## config.mk

```make
export PLATFORM = sky130hd
export DESIGN_NAME = uart_rx
export DESIGN_NICKNAME = d
export VERILOG_FILES = /design/src/rtl/uart_pkg.sv /design/src/rtl/sync_2ff.sv /design/src/rtl/uart_rx.sv
export SDC_FILE = /design/constraint.sdc
export NUM_CORES = 1
export LEC_CHECK = 0
export CORE_MARGIN = 4
export CORE_UTILIZATION = 53
export CTS_CLUSTER_DIAMETER = 60
export CTS_CLUSTER_SIZE = 10
export DETAILED_ROUTE_END_ITERATION = 8
export PLACE_DENSITY = 0.87
export SLEW_MARGIN = 20
export SYNTH_ARGS = -nofsm -noshare
export SYNTH_HDL_FRONTEND = slang
export SYNTH_HIERARCHICAL = 1
export SYNTH_SLANG_ARGS = --single-unit
```

## constraint.sdc

```tcl
create_clock -name clk -period 2.3 [get_ports clk]
set_clock_uncertainty 0.1 [all_clocks]
set_input_delay 0.46 -clock clk [delete_from_list [all_inputs] [get_ports clk]]
set_output_delay 0.46 -clock clk [all_outputs]
set_load 0.01 [all_outputs]
```

## src/rtl/uart_pkg.sv

```systemverilog
`default_nettype none
// ============================================================================
// Module      : uart_pkg
// Description : Shared UART definitions (state encoding, oversampling and
//               bit-timer width, timer reload helper). Used by rx and tx.
// Revision    : 1.0 - initial release
// ============================================================================
package uart_pkg;

  // Clock cycles per bit are prescale * UART_OVERSAMPLE.
  localparam int UART_OVERSAMPLE = 8;
  // Wide enough for 8 * 65535 - 1.
  localparam int UART_TIMER_W    = 19;

  typedef enum logic [2:0] {
    ST_IDLE  = 3'd0,
    ST_START = 3'd1,
    ST_DATA  = 3'd2,
    ST_STOP  = 3'd3,
    ST_BREAK = 3'd4
  } uart_state_t;

  // Down-counter reload value: half = 1 gives half a bit period (4P-1),
  // otherwise a full bit period (8P-1).
  function automatic logic [UART_TIMER_W-1:0] timer_load(
    input logic [15:0] p,
    input logic        half
  );
    logic [UART_TIMER_W-1:0] w_full;
    w_full = {p, 3'b000};
    if (half) begin
      timer_load = {1'b0, w_full[UART_TIMER_W-1:1]} - UART_TIMER_W'(1);
    end else begin
      timer_load = w_full - UART_TIMER_W'(1);
    end
  endfunction

endpackage
`default_nettype wire

```

## src/rtl/sync_2ff.sv

```systemverilog
`default_nettype none
// ============================================================================
// Module      : sync_2ff
// Description : Two-flop synchroniser for signals asynchronous to clk, with
//               a configurable reset value. rst is active-low, asynchronous.
// Revision    : 1.0 - initial release
// ============================================================================
module sync_2ff #(
  parameter int                 WIDTH     = 1,
  parameter logic [WIDTH-1:0]   RESET_VAL = '0
) (
  input  logic             clk,
  input  logic             rst,
  input  logic [WIDTH-1:0] d,
  output logic [WIDTH-1:0] q
);

  logic [WIDTH-1:0] r_meta;
  logic [WIDTH-1:0] r_q;

  // Two register stages give metastability time to resolve.
  always_ff @(posedge clk or negedge rst) begin
    if (!rst) begin
      r_meta <= RESET_VAL;
      r_q    <= RESET_VAL;
    end else begin
      r_meta <= d;
      r_q    <= r_meta;
    end
  end

  assign q = r_q;

endmodule
`default_nettype wire

```

## src/rtl/uart_rx.sv

```systemverilog
`default_nettype none
// ============================================================================
// Module      : uart_rx
// Description : 8N1 UART receiver. Synchronises rxd, times bits with a
//               prescaled down-counter, and delivers bytes on a valid/ready
//               output with overrun and frame-error pulses.
//               rst is active-low, asynchronous.
// Revision    : 1.0 - initial release
// ============================================================================
module uart_rx #(
  parameter int DATA_WIDTH = 8
) (
  input  logic                  clk,
  input  logic                  rst,
  input  logic                  rxd,
  input  logic [15:0]           prescale,
  output logic [DATA_WIDTH-1:0] output_axis_tdata,
  output logic                  output_axis_tvalid,
  input  logic                  output_axis_tready,
  output logic                  busy,
  output logic                  overrun_error,
  output logic                  frame_error
);

  import uart_pkg::*;

  localparam int C_CNT_W = $clog2(DATA_WIDTH + 1);

  logic                    w_rxd_s;
  uart_state_t             r_state;
  logic [UART_TIMER_W-1:0] r_timer;
  logic [15:0]             r_p_lat;
  logic [DATA_WIDTH-1:0]   r_shift;
  logic [C_CNT_W-1:0]      r_bit_cnt;
  logic                    w_tick;

  // Idle-high line, so the synchroniser resets to 1 to avoid a false start.
  sync_2ff #(
    .WIDTH     (1),
    .RESET_VAL (1'b1)
  ) u_sync_rxd (
    .clk (clk),
    .rst (rst),
    .d   (rxd),
    .q   (w_rxd_s)
  );

  assign w_tick = (r_timer == '0);

  // Receive FSM, bit timer, shift register and output handshake.
  always_ff @(posedge clk or negedge rst) begin
    if (!rst) begin
      r_state            <= ST_IDLE;
      r_timer            <= '0;
      r_p_lat            <= '0;
      r_shift            <= '0;
      r_bit_cnt          <= '0;
      output_axis_tdata  <= '0;
      output_axis_tvalid <= 1'b0;
      busy               <= 1'b0;
      overrun_error      <= 1'b0;
      frame_error        <= 1'b0;
    end else begin
      overrun_error <= 1'b0;
      frame_error   <= 1'b0;

      // Consumer handshake; a delivery in this cycle overrides the clear.
      if (output_axis_tvalid && output_axis_tready) begin
        output_axis_tvalid <= 1'b0;
      end

      if (!w_tick) begin
        r_timer <= r_timer - UART_TIMER_W'(1);
      end

      case (r_state)
        ST_IDLE: begin
          busy <= 1'b0;
          // A zero prescaler means the receiver is disabled.
          if ((prescale != 16'd0) && !w_rxd_s) begin
            r_p_lat <= prescale;
            r_timer <= timer_load(prescale, 1'b1);
            busy    <= 1'b1;
            r_state <= ST_START;
          end
        end

        ST_START: begin
          if (w_tick) begin
            if (!w_rxd_s) begin
              r_timer   <= timer_load(r_p_lat, 1'b0);
              r_bit_cnt <= C_CNT_W'(DATA_WIDTH);
              r_state   <= ST_DATA;
            end else begin
              // Line went high again before mid start bit: a glitch.
              busy    <= 1'b0;
              r_state <= ST_IDLE;
            end
          end
        end

        ST_DATA: begin
          if (w_tick) begin
            r_shift   <= {w_rxd_s, r_shift[DATA_WIDTH-1:1]};
            r_timer   <= timer_load(r_p_lat, 1'b0);
            r_bit_cnt <= r_bit_cnt - C_CNT_W'(1);
            if (r_bit_cnt == C_CNT_W'(1)) begin
              r_state <= ST_STOP;
            end
          end
        end

        ST_STOP: begin
          if (w_tick) begin
            if (w_rxd_s) begin
              if (!output_axis_tvalid || output_axis_tready) begin
                output_axis_tdata  <= r_shift;
                output_axis_tvalid <= 1'b1;
              end else begin
                // Previous byte still unread: drop the new one.
                overrun_error <= 1'b1;
              end
              busy    <= 1'b0;
              r_state <= ST_IDLE;
            end else begin
              frame_error <= 1'b1;
              r_state     <= ST_BREAK;
            end
          end
        end

        ST_BREAK: begin
          // Hold off until the line returns to idle.
          if (w_rxd_s) begin
            busy    <= 1'b0;
            r_state <= ST_IDLE;
          end
        end

        default: begin
          busy    <= 1'b0;
          r_state <= ST_IDLE;
        end
      endcase
    end
  end

endmodule
`default_nettype wire

```

==> results of run 1 <==
==> repair_timing <==
action,in CTS,in global routing
hold buffers,1,0
hold endpoints to repair,21,0
endpoints found under the setup margin,18,44
pin swaps,4,6
resized for setup,11,19
gates cloned,1,0
buffers inserted,1,3
==> how the worst min path moves through the flow <==
stage	slack, ps	cells past startpoint	endpoint	start
after global routing	260	0	u_sync_rxd/q	u_sync_rxd/r_meta
after floorplan	60	0	busy	rst
after CTS	250	0	u_sync_rxd/q	u_sync_rxd/r_meta
after global placement	250	0	u_sync_rxd/q	u_sync_rxd/r_meta
after detailed placement	250	0	u_sync_rxd/q	u_sync_rxd/r_meta
final	250	0	u_sync_rxd/q	u_sync_rxd/r_meta
==> area by class of cell <==
class | count | share of cell area
Sequential cell | 64 | 0.3216
Clock buffer | 14 | 0.03657
Clock inverter | 2 | 0.01202
Inverter | 15 | 0.01127
Tap cell | 96 | 0.02405
Multi-Input combinational cell | 311 | 0.4243
Timing Repair Buffer | 96 | 0.1701
==> routing by layer <==
layer,GRT usage,share of wire,vias to the layer above
met2,0.4574,0.50,222
li1,-,-,1659
met4,0.1225,0.039,0
met5,0,0,-
met1,0.3285,0.38,1749
met3,0.06986,0.080,52
==> state kept, by name, indices dropped and copies added, names as in the netlist, 3 cells and up <==
| register | cells |
|---|---|
| r_p_lat | 16 |
| r_state | 3 |
| output_axis_tdata | 8 |
| r_shift | 8 |
| r_bit_cnt | 4 |
| r_timer | 19 |
==> cells in the mapped netlist (3+ instances only) <==
master	number	area share
nand2_1	69	0.069
dfrtp_1	62	0.41
xnor2_1	22	0.051
nor2_1	21	0.021
a21oi_1	19	0.025
o21ai_0	18	0.024
mux2_2	16	0.048
inv_1	15	0.015
clkbuf_1	14	0.014
nand3_1	13	0.017
o221ai_1	13	0.030
nor4_1	12	0.020
nor3_1	11	0.015
ha_1	7	0.023
xor2_1	7	0.016
nand4_1	5	0.0083
o211ai_1	5	0.0099
a211oi_1	4	0.0080
buf_2	4	0.0053
nand2b_1	4	0.0066
nand3b_1	4	0.0080
or4_1	4	0.0080
a31oi_1	3	0.0050
and3_1	3	0.0050
mux2i_1	3	0.0080
nor2b_1	3	0.0050
nor3b_1	3	0.0060
o21a_1	3	0.0060
o31a_1	3	0.0070
or3_1	3	0.0050
==> critical path, stage by stage, from the launching register on <==
cell	delay, ps
dfrtp_1	460
nor4_1	530
nand2_1	270
o31a_1	340
o2111ai_1	280
o211ai_1	140
==> power by group through the flow <==
| stage | logic, mW | registers, mW | clock network (mW) |
|---|---|---|---|
| after global placement | 0.139 | 1.15 | 0 |
| final | 0.149 | 1.13 | 1.18 |
| after global routing | 0.160 | 1.13 | 1.24 |
| after CTS | 0.146 | 1.13 | 1.18 |
| after detailed placement | 0.144 | 1.15 | 0 |
| after floorplan | 0.0316 | 1.15 | 0 |
==> cell families (layout without fill, tap and decap cells) <==
| family | Yosys count | after routing | synth area share |
|---|---|---|---|
| buffers and inverters | 34 | 127 | 0.03613 |
| AND/OR/NAND/NOR | 171 | 171 | 0.2410 |
| AO/OA/AOI/OAI | 85 | 85 | 0.1518 |
| flip-flops | 64 | 64 | 0.4249 |
| XOR/XNOR | 29 | 29 | 0.06728 |
| adder cells (fa/ha/maj) | 7 | 7 | 0.02320 |
| multiplexers | 19 | 19 | 0.05568 |
==> stage by stage <==
step | total power, mW | hold slack, ps | utilization | instance area (µm²) | setup slack [ps]
2_1_floorplan | 1.183 | 64.41 | - | 3780 | 45.40
3_3_place_gp | 1.293 | 246.9 | 0.6705 | 4606 | -383.8
3_5_place_dp | 1.298 | 250.5 | 0.6705 | 4606 | -494.2
4_1_cts | 2.463 | 254.7 | 0.7140 | 4905 | -9.786
5_1_grt | 2.534 | 255.3 | 0.7271 | 4995 | -29.27
6_report | 2.464 | 250.6 | 0.7271 | 4995 | 47.33
==> key figures, run 1 <==
Power and ir drop
  – Clk network pwr share: 0.480
  – VDD IR-drop max: 0.0004646 V
  – Psw: 0.5325 mW
  – Sequential share of power: 0.460
  – Leak: 2.156 nW
  – Int Pwr: 1.931 mW
  – Sw frac: 0.2161
  – Power density over the cells: 493.3 nW/µm²
  – Logic pwr share: 0.060

Worst setup path
  – Worst EP required: 2420 ps
  – RR Endpoint: r_timer[17]
  – Worst setup path category: reg2reg
  – Critical Path Sink: r_timer[17]
  – CP Launch Point: r_p_lat[3]
  – Setup slack, reg-to-reg: 50 ps
  – Crit path launch type: flop
  – R2r startpoint: r_p_lat[3]
  – Worst-case reg-to-reg path depth: 5
  – Element type at the critical path end: flop
  – Crit path max fanout: 5
  – CP arrival: 2370 ps

STA
  – Setup violations, final: 0
  – Setup TNS: 0 ps
  – Fin crit share: 0.9794
  – Fmax: 443.9 MHz
  – Slew of the pin with the lowest slew margin: 572.2 ps
  – Slew Viols, Final: 0
  – Relative slew margins: 0.6150
  – Final Hold Viols: 0
  – Minimum clock period: 2253 ps

Placed design
  – IO Port Bufs: 31
  – GP Congestion: 0.9299
  – Final HPWL DP: 7522 µm
  – Placed cells: 576

Run
  – Maxcap violations: 0

Clock tree
  – TritonCTS clock tree: built
  – # clock sinks: 64
  – H-tree depth: 3
  – Worst-path clk slew: 80 ps
  – Worst-Skew Late Latency: 360 ps
  – Total CTS buffers: 9
  – Root buf cell: clkbuf_8
  – Clk buf depth: 2

Detailed routing
  – Via count: 3682
  – WL/cell: 18.79 µm
  – DRT Wirelength: 11240 µm
  – Via density per instance: 6.157
  – Detailed Route Iter0 Violations: 457
  – Post-route ant nets: 0
  – # DRC: 0
  – TritonRoute pass-1 iters: 6

Final layout
  – Layout cells sized above 1: 0.2410
  – Sequential cell area: 1607 µm²
  – Fin nets: 524
  – Fill cells: 432
  – Final cell count without fillers: 598
  – Multi-input gate area: 2120 µm²
  – # diodes: 0
  – Commonest non-fill, non-tap cell in the layout: nand2_1
  – Most frequent cells in the layout: nand2_1, dfrtp_1, buf_4
  – P&R area growth vs syn: 32.32%

Synth
  – Post-synth net total: 436
  – Count of state elements after synthesis: 64
  – Syn Area/Cell: 9.230 µm²
  – Synth cell types: 57
  – Ys flop type: dfrtp_1
  – Asr flop ratio synth: 1.000
  – Synthesized instance count: 409
  – Yosys Warn Count: 6
  – Register area share after synthesis: 0.4249
  – Post-synth EDFFs: 0
  – Mapped cell area: 3775 µm²

GRT
  – Largest net degree at the start of global routing: 27
  – First-pass GRT wire length: 18130 µm
  – Global route overflow: 0
  – Initial antenna violation count: 0
  – Gr usage total: 0.2725
  – Vias in the first global route: 3658

Die
  – Initial Util: 0.5495
  – Die width: 92.40 µm
  – Number of top-level pins: 32
  – Die ar.: 8537 µm²
  – Site Rows: 30
  – CORE AREA: 6869 µm²
  – Die height: 92.40 µm

Run status
  – Outcome: finished clean

Worst hold path
  – HP Class: reg2reg
(Power assumes the default switching activity.)
==> run 2: changes to the inputs <==
SLEW_MARGIN = 5   (was 20)
==> results of run 2 <==
Same layout as run 1: the final DEF is identical, and so are final timing and power.
==> run 3: changes to the inputs <==
ABC_AREA = 1   (was not set)
==> run 3 against run 2 <==
  * Non-clock buffer count is 35 lower
  * Sequential power rose by 63%
  * Synthesized cell count up 29%
  * Via count grew 6.5%
  * Register-to-register slack better by 90 ps
  * Combinational power grew to 14 times the previous value
==> key figures, run 3 <==
GRT
  – Largest net degree at the start of global routing: 39 (was 27)
  – First-pass GRT wire length: 17240 µm (was 18130 µm)
  – Initial antenna violation count: 0 (unchanged)
  – Global route overflow: 0 (unchanged)
  – Gr usage total: 0.2465 (was 0.2725)
  – Vias in the first global route: 3667 (was 3658)

Detailed routing
  – Post-route ant nets: 0 (unchanged)
  – # DRC: 0 (unchanged)
  – Detailed Route Iter0 Violations: 452 (was 457)
  – DRT Wirelength: 10790 µm (was 11240 µm)
  – Via count: 3920 (was 3682)
  – WL/cell: 15.62 µm (was 18.79 µm)
  – Via density per instance: 5.673 (was 6.157)
  – TritonRoute pass-1 iters: 6 (unchanged)

Worst setup path
  – Setup slack, reg-to-reg: 140 ps (was 50 ps)
  – Max incr delay on CP: 440 ps (was 530 ps)
  – Crit path max fanout: 17 (was 5)
  – Critical Path Sink: r_timer[7] (was r_timer[17])
  – Slowest CP cell: clkdlybuf4s50_1 (was nor4_1)
  – Worst setup path category: in2reg (was reg2reg)
  – Worst-case reg-to-reg path depth: 11 (was 5)
  – Crit path launch type: input pin (was flop)
  – CP Launch Point: prescale[11] (was r_p_lat[3])
  – RR Endpoint: r_timer[12] (was r_timer[17])
  – CP Depth: 10 (was 5)
  – Delay-heaviest family, CP: buffers and inverters (was simple AND/OR/NAND/NOR gates)
  – Buf+Inv Stages, Crit Path: 4 (was 0)
  – Worst-path cell chain: clkdlybuf4s50_1, inv_1, nand2_1, nor2_1, nand3b_1, nand3_2, inv_2, buf_12, a22oi_1, nand2_1 (was nor4_1, nand2_1, o31a_1, o2111ai_1, o211ai_1)
  – Element type at the critical path end: flop (unchanged)
  – R2r startpoint: r_timer[0] (was r_p_lat[3])
  – Most used cell along the critical path: nand2_1
  – Worst EP required: 2410 ps (was 2420 ps)
  – CP arrival: 2280 ps (was 2370 ps)

Synth
  – Post-synth EDFFs: 0 (unchanged)
  – Synth cell types: 43 (was 57)
  – Asr flop ratio synth: 1.000 (unchanged)
  – Synth cell count leaders: nand2_1, nor2_1, dfrtp_1 (was nand2_1, dfrtp_1, xnor2_1)
  – Syn Area/Cell: 7.600 µm² (was 9.230 µm²)
  – Post-synth net total: 553 (was 436)
  – Yosys Warn Count: 6 (unchanged)
  – Ys flop type: dfrtp_1 (unchanged)
  – Count leader, synth: nand2_1 (unchanged)
  – Register area share after synthesis: 0.4013 (was 0.4249)
  – Area contributors post-synth: dfrtp_1, nand2_1, nor2_1 (was dfrtp_1, nand2_1, xnor2_1)
  – Top cell type's share of synthesized area: 0.3881 (was 0.4110)
  – Count of state elements after synthesis: 64 (unchanged)
  – Synthesized instance count: 526 (was 409)
  – Mapped cell area: 3998 µm² (was 3775 µm²)
  – Post-synth top area cell: dfrtp_1 (unchanged)

Power and ir drop
  – Power density over the cells: 1056 nW/µm² (was 493.3 nW/µm²)
  – Leak: 2.339 nW (was 2.156 nW)
  – VDD IR-drop max: 0.0003998 V (was 0.0004646 V)
  – Int Pwr: 2.986 mW (was 1.931 mW)
  – Overall Power: 5.120 mW (was 2.464 mW)
  – Sequential share of power: 0.358 (was 0.460)
  – Logic pwr share: 0.400 (was 0.060)
  – Sw frac: 0.4168 (was 0.2161)
  – Clk network pwr share: 0.242 (was 0.480)
  – Psw: 2.134 mW (was 0.5325 mW)

Final layout
  – # diodes: 0 (unchanged)
  – Max reg flops: 19 (unchanged)
  – Commonest non-fill, non-tap cell in the layout: nand2_1 (unchanged)
  – Fill cells: 561 (was 432)
  – Fin nets: 614 (was 524)
  – Sequential cell area: 1604 µm² (was 1607 µm²)
  – P&R area growth vs syn: 21.35% (was 32.32%)
  – Multi-input gate area: 2079 µm² (was 2120 µm²)
  – Most frequent cells in the layout: nand2_1, nor2_1, dfrtp_1 (was nand2_1, dfrtp_1, buf_4)
  – Layout Utilization: 0.6652 (was 0.7271)
  – Biggest regs: r_timer: 19 flops, r_p_lat: 16 flops (unchanged)
  – Biggest register: r_timer (unchanged)
  – Final cell count without fillers: 691 (was 598)
  – Layout cells sized above 1: 0.1486 (was 0.2410)

Run status
  – Outcome: finished clean (unchanged)

Clock tree
  – TritonCTS clock tree: built (unchanged)
  – Total CTS buffers: 9 (unchanged)
  – # clock sinks: 64 (unchanged)
  – H-tree depth: 3 (unchanged)
  – Root buf cell: clkbuf_8 (unchanged)
  – Worst-Skew Late Latency: 350 ps (was 360 ps)
  – Worst-path clk slew: 80 ps (about the same)
  – Clk buf depth: 2 (unchanged)

STA
  – Slew of the pin with the lowest slew margin: 503.5 ps (was 572.2 ps)
  – Slew Viols, Final: 0 (unchanged)
  – Minimum clock period: 2164 ps (was 2253 ps)
  – Fin crit share: 0.9409 (was 0.9794)
  – Relative slew margins: 0.6644 (was 0.6150)
  – Final Hold Viols: 0 (unchanged)
  – Fmax: 462.1 MHz (was 443.9 MHz)
  – Setup violations, final: 0 (unchanged)

Die
  – Die ar.: 8997 µm² (was 8537 µm²)
  – Initial Util: 0.5482 (was 0.5495)
  – Die width: 94.85 µm (was 92.40 µm)
  – Number of top-level pins: 32 (unchanged)
  – Die height: 94.85 µm (was 92.40 µm)
  – Site Rows: 31 (was 30)
  – CORE AREA: 7292 µm² (was 6869 µm²)

Placed design
  – Final HPWL DP: 7381 µm (was 7522 µm)
  – Placed cells: 669 (was 576)
  – GP Congestion: 0.9637 (was 0.9299)
  – IO Port Bufs: 31 (unchanged)

Run
  – Maxcap violations: 0 (unchanged)

Worst hold path
  – HP Class: in2async (was reg2reg)
run 3: cell types whose count changed in the layout (fill, tap and decap cells not counted), moves of 6 or more:
cell      delta
nand2_1     +57
nor2_1      +46
inv_1       +43
nand3_1     +33
buf_4       -31
xnor2_1     -17
xor2_1      +16
mux2_2      -15
o21ai_0     +12
o221ai_1    -11
nor4_1      -10
o21ai_1      +8
o21ai_2      +8
a21oi_1      -6
run 3: how the worst min path moves through the flow:
| stage | depth (start not counted) | endpoint | from | slack (ps) |
|---|---|---|---|---|
| 2_1_floorplan | 0 | busy | rst | 60 |
| 3_3_place_gp | 0 | u_sync_rxd/q | u_sync_rxd/r_meta | 250 |
| 3_5_place_dp | 0 | u_sync_rxd/q | u_sync_rxd/r_meta | 250 |
| 4_1_cts | 2 | output_axis_tdata[0] | rst | 10 |
| 5_1_grt | 2 | output_axis_tdata[0] | rst | 30 |
| 6_report | 2 | r_p_lat[9] | rst | 4 |
run 3: metrics by stage:
stage          worst slack (ps)  instance area [µm²]  setup TNS [ps]  hold slack [ps]
6_report                  136.0                 4851               0            4.419
5_1_grt                  -1.508                 4851          -2.879            34.00
4_1_cts                   43.80                 4801               0            14.70
3_5_place_dp             -87.20                 4548          -259.2            251.2
3_3_place_gp             -6.905                 4548          -6.905            246.3
2_1_floorplan             163.2                 3998               0            64.41
run 3: power groups by stage:
stage / Clock, mW / Combinational (mW) / Sequential [mW]
finish: 1.24 / 2.05 / 1.84
global route: 1.30 / 2.29 / 1.87
CTS: 1.24 / 1.99 / 1.81
detailed placement: 0 / 1.94 / 1.82
global placement: 0 / 1.85 / 1.80
floorplan: 0 / 1.49 / 1.74
run 3: final cells by class:
class                   instances  area share
clock inverters                 6     0.02373
clock buffers                  10     0.02837
multi-input cells             389      0.4287
repair buffers                 61      0.1145
inverters                      62     0.04849
flip-flops and latches         64      0.3307
well taps                      99     0.02554
run 3: kinds of logic after synthesis:
logic type,share of synthesized area
buf+inv,0.07981
flops,0.4013
compound gates,0.1095
xor+xnor,0.06134
simple gates,0.3261
fa+ha+maj,0.02191
run 3: repair_timing:
item,CTS,global route
hold buffers,0,0
resized for setup,0,1
endpoints found under the setup margin,0,12
setup buffers,0,6
run 3: worst register-to-register path: cells and delay by family, from the launching register on:
kind	cells	cell delay (ps)
flops	1	420
simple gates	7	1010
fa+ha+maj	1	250
buf+inv	3	300
run 3: per-layer routing:
| metal | up-vias | track usage | wire (µm) |
|---|---|---|---|
| met2 | 216 | 0.4222 | 5435 |
| met3 | 51 | 0.03825 | 792 |
| met4 | 0 | 0.09615 | 443 |
| li1 | 1814 | - | - |
| met5 | - | 0 | 0 |
| met1 | 1839 | 0.3117 | 4121 |
